`config.mk`:
```
export PLATFORM = sky130hd
export DESIGN_NAME = ex_alu_stage_flat
export DESIGN_NICKNAME = d
export VERILOG_FILES = /design/src/rtl/ex_pkg.sv /design/src/rtl/ex_alu_stage_if.sv /design/src/rtl/ex_alu_stage_alu_core.sv /design/src/rtl/ex_alu_stage.sv /design/src/flat_wrapper.sv
export SDC_FILE = /design/constraint.sdc
export NUM_CORES = 1
export LEC_CHECK = 0
export CORE_MARGIN = 8
export CORE_UTILIZATION = 40
export DETAILED_ROUTE_END_ITERATION = 10
export PLACE_DENSITY = 0.73
export SYNTH_ARGS = -nofsm -noshare
export SYNTH_HDL_FRONTEND = slang
export SYNTH_SLANG_ARGS = --single-unit
```
`constraint.sdc`:
```
create_clock -name clk -period 1.7 [get_ports clk]
set_input_delay 0.34 -clock clk [delete_from_list [all_inputs] [get_ports clk]]
set_output_delay 0.34 -clock clk [all_outputs]
set_load 0.05 [all_outputs]
```
`src/rtl/ex_pkg.sv`:
```
// Shared types for the execute stage: ALU op codes and the buffered result entry.
// Latency: n/a (types and constants only).
// Backpressure: n/a.
package ex_pkg;

  localparam int XLEN = 32;

  typedef enum logic [3:0] {
    OP_AND  = 4'b0000,
    OP_OR   = 4'b0001,
    OP_ADD  = 4'b0010,
    OP_JAL  = 4'b0011,
    OP_SLT  = 4'b0100,
    OP_XOR  = 4'b0101,
    OP_SUB  = 4'b0110,
    OP_JALR = 4'b0111,
    OP_BEQ  = 4'b1000,
    OP_BNE  = 4'b1001,
    OP_BLT  = 4'b1010,
    OP_BGE  = 4'b1011,
    OP_RSVD = 4'b1100,
    OP_SLL  = 4'b1101,
    OP_SRL  = 4'b1110,
    OP_SRA  = 4'b1111
  } alu_op_t;

  typedef struct packed {
    logic [XLEN-1:0] result;
    logic [4:0]      rd;
    logic            regwrite;
  } ex_entry_t;

endpackage

```
`src/rtl/ex_alu_stage_if.sv`:
```
// Bundles the ID/EX input handshake, the EX/MEM output handshake and the redirect to fetch.
// Latency: n/a (wiring only).
// Backpressure: in_ready / out_ready; master is the environment, slave is the stage.
interface ex_alu_stage_if;
  import ex_pkg::*;

  // ID/EX side
  logic            in_valid;
  logic            in_ready;
  logic [3:0]      in_op;
  logic [XLEN-1:0] in_srca;
  logic [XLEN-1:0] in_srcb;
  logic [XLEN-1:0] in_pc;
  logic [XLEN-1:0] in_imm;
  logic [4:0]      in_rd;
  logic            in_regwrite;

  // EX/MEM side
  logic            out_valid;
  logic            out_ready;
  logic [XLEN-1:0] out_result;
  logic [4:0]      out_rd;
  logic            out_regwrite;

  // fetch redirect
  logic            redirect_valid;
  logic [XLEN-1:0] redirect_pc;

  modport master (
    output in_valid, in_op, in_srca, in_srcb, in_pc, in_imm, in_rd, in_regwrite, out_ready,
    input  in_ready, out_valid, out_result, out_rd, out_regwrite, redirect_valid, redirect_pc
  );

  modport slave (
    input  in_valid, in_op, in_srca, in_srcb, in_pc, in_imm, in_rd, in_regwrite, out_ready,
    output in_ready, out_valid, out_result, out_rd, out_regwrite, redirect_valid, redirect_pc
  );

endinterface

```
`src/rtl/ex_alu_stage_alu_core.sv`:
```
// Combinational ALU: result, branch/jump resolution and redirect target.
// Latency: 0 cycles (pure combinational).
// Backpressure: none.
// Ports: i_op/i_srca/i_srcb/i_pc/i_imm in; o_result, o_taken, o_target, o_wb_suppress out.
module alu_core
  import ex_pkg::*;
(
  input  alu_op_t         i_op,
  input  logic [XLEN-1:0] i_srca,
  input  logic [XLEN-1:0] i_srcb,
  input  logic [XLEN-1:0] i_pc,
  input  logic [XLEN-1:0] i_imm,
  output logic [XLEN-1:0] o_result,
  output logic            o_taken,
  output logic [XLEN-1:0] o_target,
  output logic            o_wb_suppress
);

  // Clears bit 0 of the JALR target.
  localparam logic [XLEN-1:0] JALR_MASK = ~XLEN'(1);

  logic [4:0]             w_shamt;
  logic [XLEN-1:0]        w_sum;
  logic [XLEN-1:0]        w_diff;
  logic [XLEN-1:0]        w_pc_plus4;
  logic [XLEN-1:0]        w_br_target;
  logic [XLEN-1:0]        w_jalr_sum;
  logic signed [XLEN-1:0] w_sra;
  logic                   w_lt;
  logic                   w_eq;

  assign w_shamt     = i_srcb[4:0];
  assign w_sum       = i_srca + i_srcb;
  assign w_diff      = i_srca - i_srcb;
  assign w_pc_plus4  = i_pc + XLEN'(4);
  assign w_br_target = i_pc + i_imm;
  assign w_jalr_sum  = i_srca + i_imm;
  assign w_sra       = $signed(i_srca) >>> w_shamt;
  assign w_lt        = $signed(i_srca) < $signed(i_srcb);
  assign w_eq        = (i_srca == i_srcb);

  always_comb begin
    o_result      = '0;
    o_taken       = 1'b0;
    o_target      = w_br_target;
    o_wb_suppress = 1'b0;
    case (i_op)
      OP_AND:  o_result = i_srca & i_srcb;
      OP_OR:   o_result = i_srca | i_srcb;
      OP_ADD:  o_result = w_sum;
      OP_XOR:  o_result = i_srca ^ i_srcb;
      OP_SUB:  o_result = w_diff;
      OP_SLT:  o_result = {{(XLEN-1){1'b0}}, w_lt};
      OP_SLL:  o_result = i_srca << w_shamt;
      OP_SRL:  o_result = i_srca >> w_shamt;
      OP_SRA:  o_result = $unsigned(w_sra);
      OP_JAL: begin
        o_result = w_pc_plus4;
        o_taken  = 1'b1;
      end
      OP_JALR: begin
        o_result = w_pc_plus4;
        o_taken  = 1'b1;
        o_target = w_jalr_sum & JALR_MASK;
      end
      OP_BEQ: begin
        o_taken       = w_eq;
        o_wb_suppress = 1'b1;
      end
      OP_BNE: begin
        o_taken       = ~w_eq;
        o_wb_suppress = 1'b1;
      end
      OP_BLT: begin
        o_taken       = w_lt;
        o_wb_suppress = 1'b1;
      end
      OP_BGE: begin
        o_taken       = ~w_lt;
        o_wb_suppress = 1'b1;
      end
      // Reserved code: zero result, no writeback, never redirects.
      OP_RSVD: o_wb_suppress = 1'b1;
      default: o_wb_suppress = 1'b1;
    endcase
  end

endmodule

```
`src/rtl/ex_alu_stage.sv`:
```
// Execute stage: ALU + branch resolution into a 2-entry skid buffer, plus a redirect pulse to fetch.
// Latency: 1 cycle from accept to out_valid when empty; redirect pulse 1 cycle after accepting a taken op.
// Backpressure: in_ready is registered (low only while skid is full), never combinational on out_ready.
// Ports: clk, rst_n (async active-low), flush (sync kill), bus (ex_alu_stage_if.slave).
module ex_alu_stage
  import ex_pkg::*;
(
  input logic           clk,
  input logic           rst_n,
  input logic           flush,
  ex_alu_stage_if.slave bus
);

  logic [XLEN-1:0] w_result;
  logic [XLEN-1:0] w_target;
  logic            w_taken;
  logic            w_wb_suppress;

  alu_core u_alu_core (
    .i_op          (alu_op_t'(bus.in_op)),
    .i_srca        (bus.in_srca),
    .i_srcb        (bus.in_srcb),
    .i_pc          (bus.in_pc),
    .i_imm         (bus.in_imm),
    .o_result      (w_result),
    .o_taken       (w_taken),
    .o_target      (w_target),
    .o_wb_suppress (w_wb_suppress)
  );

  ex_entry_t w_new_entry;
  assign w_new_entry = '{result:   w_result,
                         rd:       bus.in_rd,
                         regwrite: bus.in_regwrite & ~w_wb_suppress};

  // Buffer state: r_count entries held, r_main is the oldest and drives out_*.
  logic [1:0]      r_count;
  ex_entry_t       r_main;
  ex_entry_t       r_skid;
  logic            r_in_ready;
  logic            r_redir_vld;
  logic [XLEN-1:0] r_redir_pc;

  logic [1:0]      w_count_nxt;
  ex_entry_t       w_main_nxt;
  ex_entry_t       w_skid_nxt;
  logic            w_accept;
  logic            w_drain;

  // Flush drops any same-cycle input; a same-cycle drain has still happened at the consumer.
  assign w_accept = bus.in_valid & r_in_ready & ~flush;
  assign w_drain  = (r_count != 2'd0) & bus.out_ready;

  // Next-state
  always_comb begin
    w_count_nxt = r_count;
    w_main_nxt  = r_main;
    w_skid_nxt  = r_skid;
    if (flush) begin
      w_count_nxt = 2'd0;
    end else begin
      case (r_count)
        2'd0: begin
          if (w_accept) begin
            w_main_nxt  = w_new_entry;
            w_count_nxt = 2'd1;
          end
        end
        2'd1: begin
          case ({w_accept, w_drain})
            2'b10: begin
              w_skid_nxt  = w_new_entry;
              w_count_nxt = 2'd2;
            end
            2'b01: w_count_nxt = 2'd0;
            2'b11: w_main_nxt  = w_new_entry;
            default: w_count_nxt = 2'd1;
          endcase
        end
        2'd2: begin
          // in_ready is low here, so only a drain can happen.
          if (w_drain) begin
            w_main_nxt  = r_skid;
            w_count_nxt = 2'd1;
          end
        end
        default: w_count_nxt = 2'd0;
      endcase
    end
  end

  // State registers
  always_ff @(posedge clk or negedge rst_n) begin
    if (!rst_n) begin
      r_count     <= 2'd0;
      r_main      <= '0;
      r_skid      <= '0;
      r_in_ready  <= 1'b1;
      r_redir_vld <= 1'b0;
      r_redir_pc  <= '0;
    end else begin
      r_count     <= w_count_nxt;
      r_main      <= w_main_nxt;
      r_skid      <= w_skid_nxt;
      r_in_ready  <= (w_count_nxt != 2'd2);
      r_redir_vld <= w_accept & w_taken;
      if (w_accept && w_taken) begin
        r_redir_pc <= w_target;
      end
    end
  end

  // Outputs
  always_comb begin
    bus.in_ready       = r_in_ready;
    bus.out_valid      = (r_count != 2'd0);
    bus.out_result     = r_main.result;
    bus.out_rd         = r_main.rd;
    bus.out_regwrite   = r_main.regwrite;
    bus.redirect_valid = r_redir_vld;
    bus.redirect_pc    = r_redir_pc;
  end

endmodule

```
`src/flat_wrapper.sv`:
```
// flat-port wrapper written by rule: the top's interface ports become plain ports
module ex_alu_stage_flat import ex_pkg::*;
  (clk, rst_n, flush, bus_in_valid, bus_in_op, bus_in_srca, bus_in_srcb, bus_in_pc, bus_in_imm, bus_in_rd, bus_in_regwrite, bus_out_ready, bus_in_ready, bus_out_valid, bus_out_result, bus_out_rd, bus_out_regwrite, bus_redirect_valid, bus_redirect_pc);
  ex_alu_stage_if bus_i ();
  input logic clk;
  input logic rst_n;
  input logic flush;
  input wire logic [$bits(bus_i.in_valid)-1:0] bus_in_valid;
  input wire logic [$bits(bus_i.in_op)-1:0] bus_in_op;
  input wire logic [$bits(bus_i.in_srca)-1:0] bus_in_srca;
  input wire logic [$bits(bus_i.in_srcb)-1:0] bus_in_srcb;
  input wire logic [$bits(bus_i.in_pc)-1:0] bus_in_pc;
  input wire logic [$bits(bus_i.in_imm)-1:0] bus_in_imm;
  input wire logic [$bits(bus_i.in_rd)-1:0] bus_in_rd;
  input wire logic [$bits(bus_i.in_regwrite)-1:0] bus_in_regwrite;
  input wire logic [$bits(bus_i.out_ready)-1:0] bus_out_ready;
  output wire logic [$bits(bus_i.in_ready)-1:0] bus_in_ready;
  output wire logic [$bits(bus_i.out_valid)-1:0] bus_out_valid;
  output wire logic [$bits(bus_i.out_result)-1:0] bus_out_result;
  output wire logic [$bits(bus_i.out_rd)-1:0] bus_out_rd;
  output wire logic [$bits(bus_i.out_regwrite)-1:0] bus_out_regwrite;
  output wire logic [$bits(bus_i.redirect_valid)-1:0] bus_redirect_valid;
  output wire logic [$bits(bus_i.redirect_pc)-1:0] bus_redirect_pc;
  assign bus_i.in_valid = bus_in_valid;
  assign bus_i.in_op = bus_in_op;
  assign bus_i.in_srca = bus_in_srca;
  assign bus_i.in_srcb = bus_in_srcb;
  assign bus_i.in_pc = bus_in_pc;
  assign bus_i.in_imm = bus_in_imm;
  assign bus_i.in_rd = bus_in_rd;
  assign bus_i.in_regwrite = bus_in_regwrite;
  assign bus_i.out_ready = bus_out_ready;
  assign bus_in_ready = bus_i.in_ready;
  assign bus_out_valid = bus_i.out_valid;
  assign bus_out_result = bus_i.out_result;
  assign bus_out_rd = bus_i.out_rd;
  assign bus_out_regwrite = bus_i.out_regwrite;
  assign bus_redirect_valid = bus_i.redirect_valid;
  assign bus_redirect_pc = bus_i.redirect_pc;
  ex_alu_stage u_core (.clk(clk), .rst_n(rst_n), .flush(flush), .bus(bus_i));
endmodule
```
==> results of run 1 <==
sequential cells by signal, summed over array words and instances (netlist names):
signal / count
u_core.bus.out_regwrite: 1
u_core.bus.out_rd: 5
u_core.r_count: 2
u_core.r_skid: 38
u_core.bus.in_ready: 1
u_core.bus.redirect_pc: 32
u_core.bus.out_result: 32
u_core.bus.redirect_valid: 1
power by group through the flow:
stage | Combinational [W] | Clock [W] | Sequential (W)
CTS | 0.0123 | 0.00238 | 0.00386
detailed placement | 0.0108 | 0 | 0.00390
global route | 0.0139 | 0.00246 | 0.00400
floorplan | 0.00415 | 0 | 0.00556
finish | 0.0134 | 0.00235 | 0.00392
global placement | 0.0107 | 0 | 0.00386
cells in the final DEF (no fill, tap or decap), drive strengths merged, types with 22 or more instances in the layout:
cell	Yosys	layout
xnor2	60	60
nand4	26	26
dfrtp	111	111
clkdlybuf4s50	0	57
a21oi	224	224
o211ai	28	28
nand3	42	42
nor3	46	46
mux4	66	66
dlygate4sd2	0	28
a221oi	32	32
a31oi	52	52
nand2	215	215
a211oi	45	45
nand2b	24	24
a21o	57	57
inv	113	117
buf	44	1074
xor2	43	43
mux2i	44	44
and3	27	27
ha	162	162
or3	22	22
o21ai	191	191
nor2	237	237
cells in the mapped netlist, types with 30 or more instances:
cell / n / area, um^2
a21oi_1: 223 / 1120
nand3_1: 42 / 210
clkbuf_1: 99 / 372
a221oi_1: 30 / 263
inv_1: 112 / 420
nand2_1: 215 / 807
o21ai_0: 186 / 931
mux2i_1: 44 / 440
xnor2_1: 60 / 526
xor2_1: 43 / 377
nor2_1: 236 / 886
a211oi_1: 44 / 330
nor3_1: 46 / 230
dfrtp_1: 111 / 2780
a31oi_1: 52 / 325
a21o_1: 56 / 420
mux4_2: 66 / 1490
ha_1: 162 / 2030
logic make-up after synthesis:
logic type	share of synthesized area, %
fa+ha+maj	12.2
xor+xnor	5.23
compound gates	29.5
simple gates	19.1
buf+inv	6.08
flops	16.3
mux	11.7
final cells by class:
type / count / area, um^2 / share of cell area (%)
inverters: 116 / 533 / 1.71
diodes: 4 / 10.0 / 0.0320
multi-input cells: 1898 / 16600 / 53.1
clock buffers: 9 / 225 / 0.721
repair buffers: 1187 / 10300 / 32.9
flip-flops and latches: 112 / 2810 / 8.98
well taps: 546 / 683 / 2.19
clock inverters: 7 / 96.3 / 0.308
through the flow:
stage	cell area, um^2	hold slack [ns]	utilization, %	setup TNS, ns
5_1_grt	31200	0.435	73.0	-113.57
2_1_floorplan	17800	0.0444	-	-103.25
4_1_cts	29600	0.386	69.2	-100.24
3_5_place_dp	25800	0.280	60.4	-213.19
3_3_place_gp	25800	0.279	60.4	-206.83
6_report	31200	0.403	73.0	-107.41
per-layer routing:
metal	vias to the layer above	track usage [%]
met2	1447	58.2
met5	-	0
li1	10500	-
met3	344	7.00
met4	0	19.9
met1	11600	46.0
timing repair:
action,4_1_cts,5_1_grt
cloned,12,7
pin swaps,211,178
hold endpoints to repair,19,0
resized for setup,733,253
setup buffers,104,49
setup endpoints to repair,100,104
hold buffers,1,0
final timing paths:
path                                           from                         end
worst min register to register    u_core.r_skid[22]           u_core.r_skid[22]
worst min-delay path                          rst_n            u_core.r_skid[9]
min in group clk                      bus_in_imm[0]   u_core.bus.redirect_pc[0]
max in group asynchronous                     rst_n            u_core.r_skid[0]
worst max register to register  u_core.bus.in_ready  u_core.bus.redirect_pc[20]
worst max-delay path                 bus_in_srca[0]  u_core.bus.redirect_pc[20]
==> impl_metrics.tcl, run 1 <==
set metrics [dict create \
    cp.depth 16 \
    rsz0062_at_grt "yes" \
    reg2regPathDepth 9 \
    antenna_found_initial 3 \
    final_antenna_net_count 0 \
    dp_hpwl_mm 72.8 \
    synthDistinctLibCells 85 \
    layout_setup_ws_ns -1.39 \
    crit_type "in2reg" \
    violations "negative setup slack" \
    power.leakage_nw 14.2 \
    worstSkewPairLatency_ns 0.40 \
    clock_skew_ns 0.0139 \
    switching_share_pct 47.6 \
    power_w 0.0196 \
    tightest_slew_ns 0.697 \
    track_usage_pct 36.4 \
    ys_async_sr_fraction_pct 100 \
    seq_area_frac_synth_pct 16.3 \
    status "finished, violations left" \
    nets 3633 \
    hold_class "in2async" \
    slowest_stage "mux2_4" \
    min_period_ns 3.09 \
    worst_setup_path_end_kind "flop" \
    cp_max_fo 6 \
    crit_chain "buf_12 -> clkinv_8 -> ha_4 -> inv_2 -> fa_2 -> nand2b_4 -> a221oi_4 -> o22a_2 -> a211oi_4 -> o211ai_1 -> a221oi_2 -> mux2_4 -> buf_12 -> nor2_4 -> inv_2 -> o221ai_2" \
    switchingPower_w 0.00935 \
    syn_area_mm2 0.0172 \
    cp_data_required_time_ns 2.02 \
    rows 76 \
    stdcell_count 3879 \
    htreeDepth 3 \
    dp.cells 3699 \
    startpoint_type "input port" \
    power.ir.vdd_worst_v 0.000864 \
    root_buffer "clkbuf_16" \
    drv_slew 0 \
    setup_violations 97 \
    met1_length_mm 38.5 \
    cts_tree "yes" \
    postSynthCellCount 2269 \
    cpLargestDelayFamily "compound AO/OA/AOI/OAI gates" \
    wl_mm 98.1 \
    power_frac_clock_pct 12.0 \
    slew_headroom_pct 53.6 \
    wl_per_cell_um 25.3 \
    top_layer "met4" \
    grt_max_degree 75 \
    p_int_w 0.0103 \
    seqPwrFrac_pct 20.0 \
    routabilityCongestion 1.00 \
    fmax_mhz 323 \
    cts-buffers-inserted 9 \
    core-area_mm2 0.0428 \
    routed-wl-met3_mm 8.84 \
    hold_violations 0 \
    cts_sinks 112 \
    syn_to_final_growth_pct 81.3 \
    pre_cts_ws_ns -2.68 \
    pwr-share-comb_pct 68.1 \
    drt_iter0_drc 2417 \
    clk_pin_slew_ns 0.09 \
    avgSynthCellArea_um2 7.60 \
    die_h_um 224 \
    overflow 0 \
    drive_above_1_share_pct 50.6 \
    crit_buf_inv 5 \
    grt_pass1_wl_mm 142 \
    via_count 24000 \
    start_util_pct 40.3 \
    grt_pass1_vias 23500 \
    wl_met2_mm 44.7 \
    cpPeakStageDelay_ns 0.46 \
    routed_via_density 6.18 \
    fin_crit_sh_pct 182 \
    die_area_mm2 0.0500 \
    ys.flop_type "dfrtp_1" \
    num-fill-cells 3182 \
    cap_viol_max_count 0 \
    clockBufferDepth 2 \
    critPathArrivalTime_ns 3.41 \
    dr.pass1.iters 6 \
    powerDensity_mw_per_mm2 628 \
    drc 0 \
    rrSetupSlack_ns -0.29 \
    ioPinCount 216 \
    synth.net_count 2578 \
    die_w_um 224 \
    synth_enable_flop_cells 0 \
    port_buffers 215 \
    ys_ff_latch 112 \
    ys_warn_count 0 \
]
(Power assumes the default switching activity.)
==> inputs of run 2 (changes only) <==
ABC_CLOCK_PERIOD_IN_PS = 1700   (was not set)
==> results of run 2 <==
The final DEF is identical to that of run 1; final timing and power are the same.
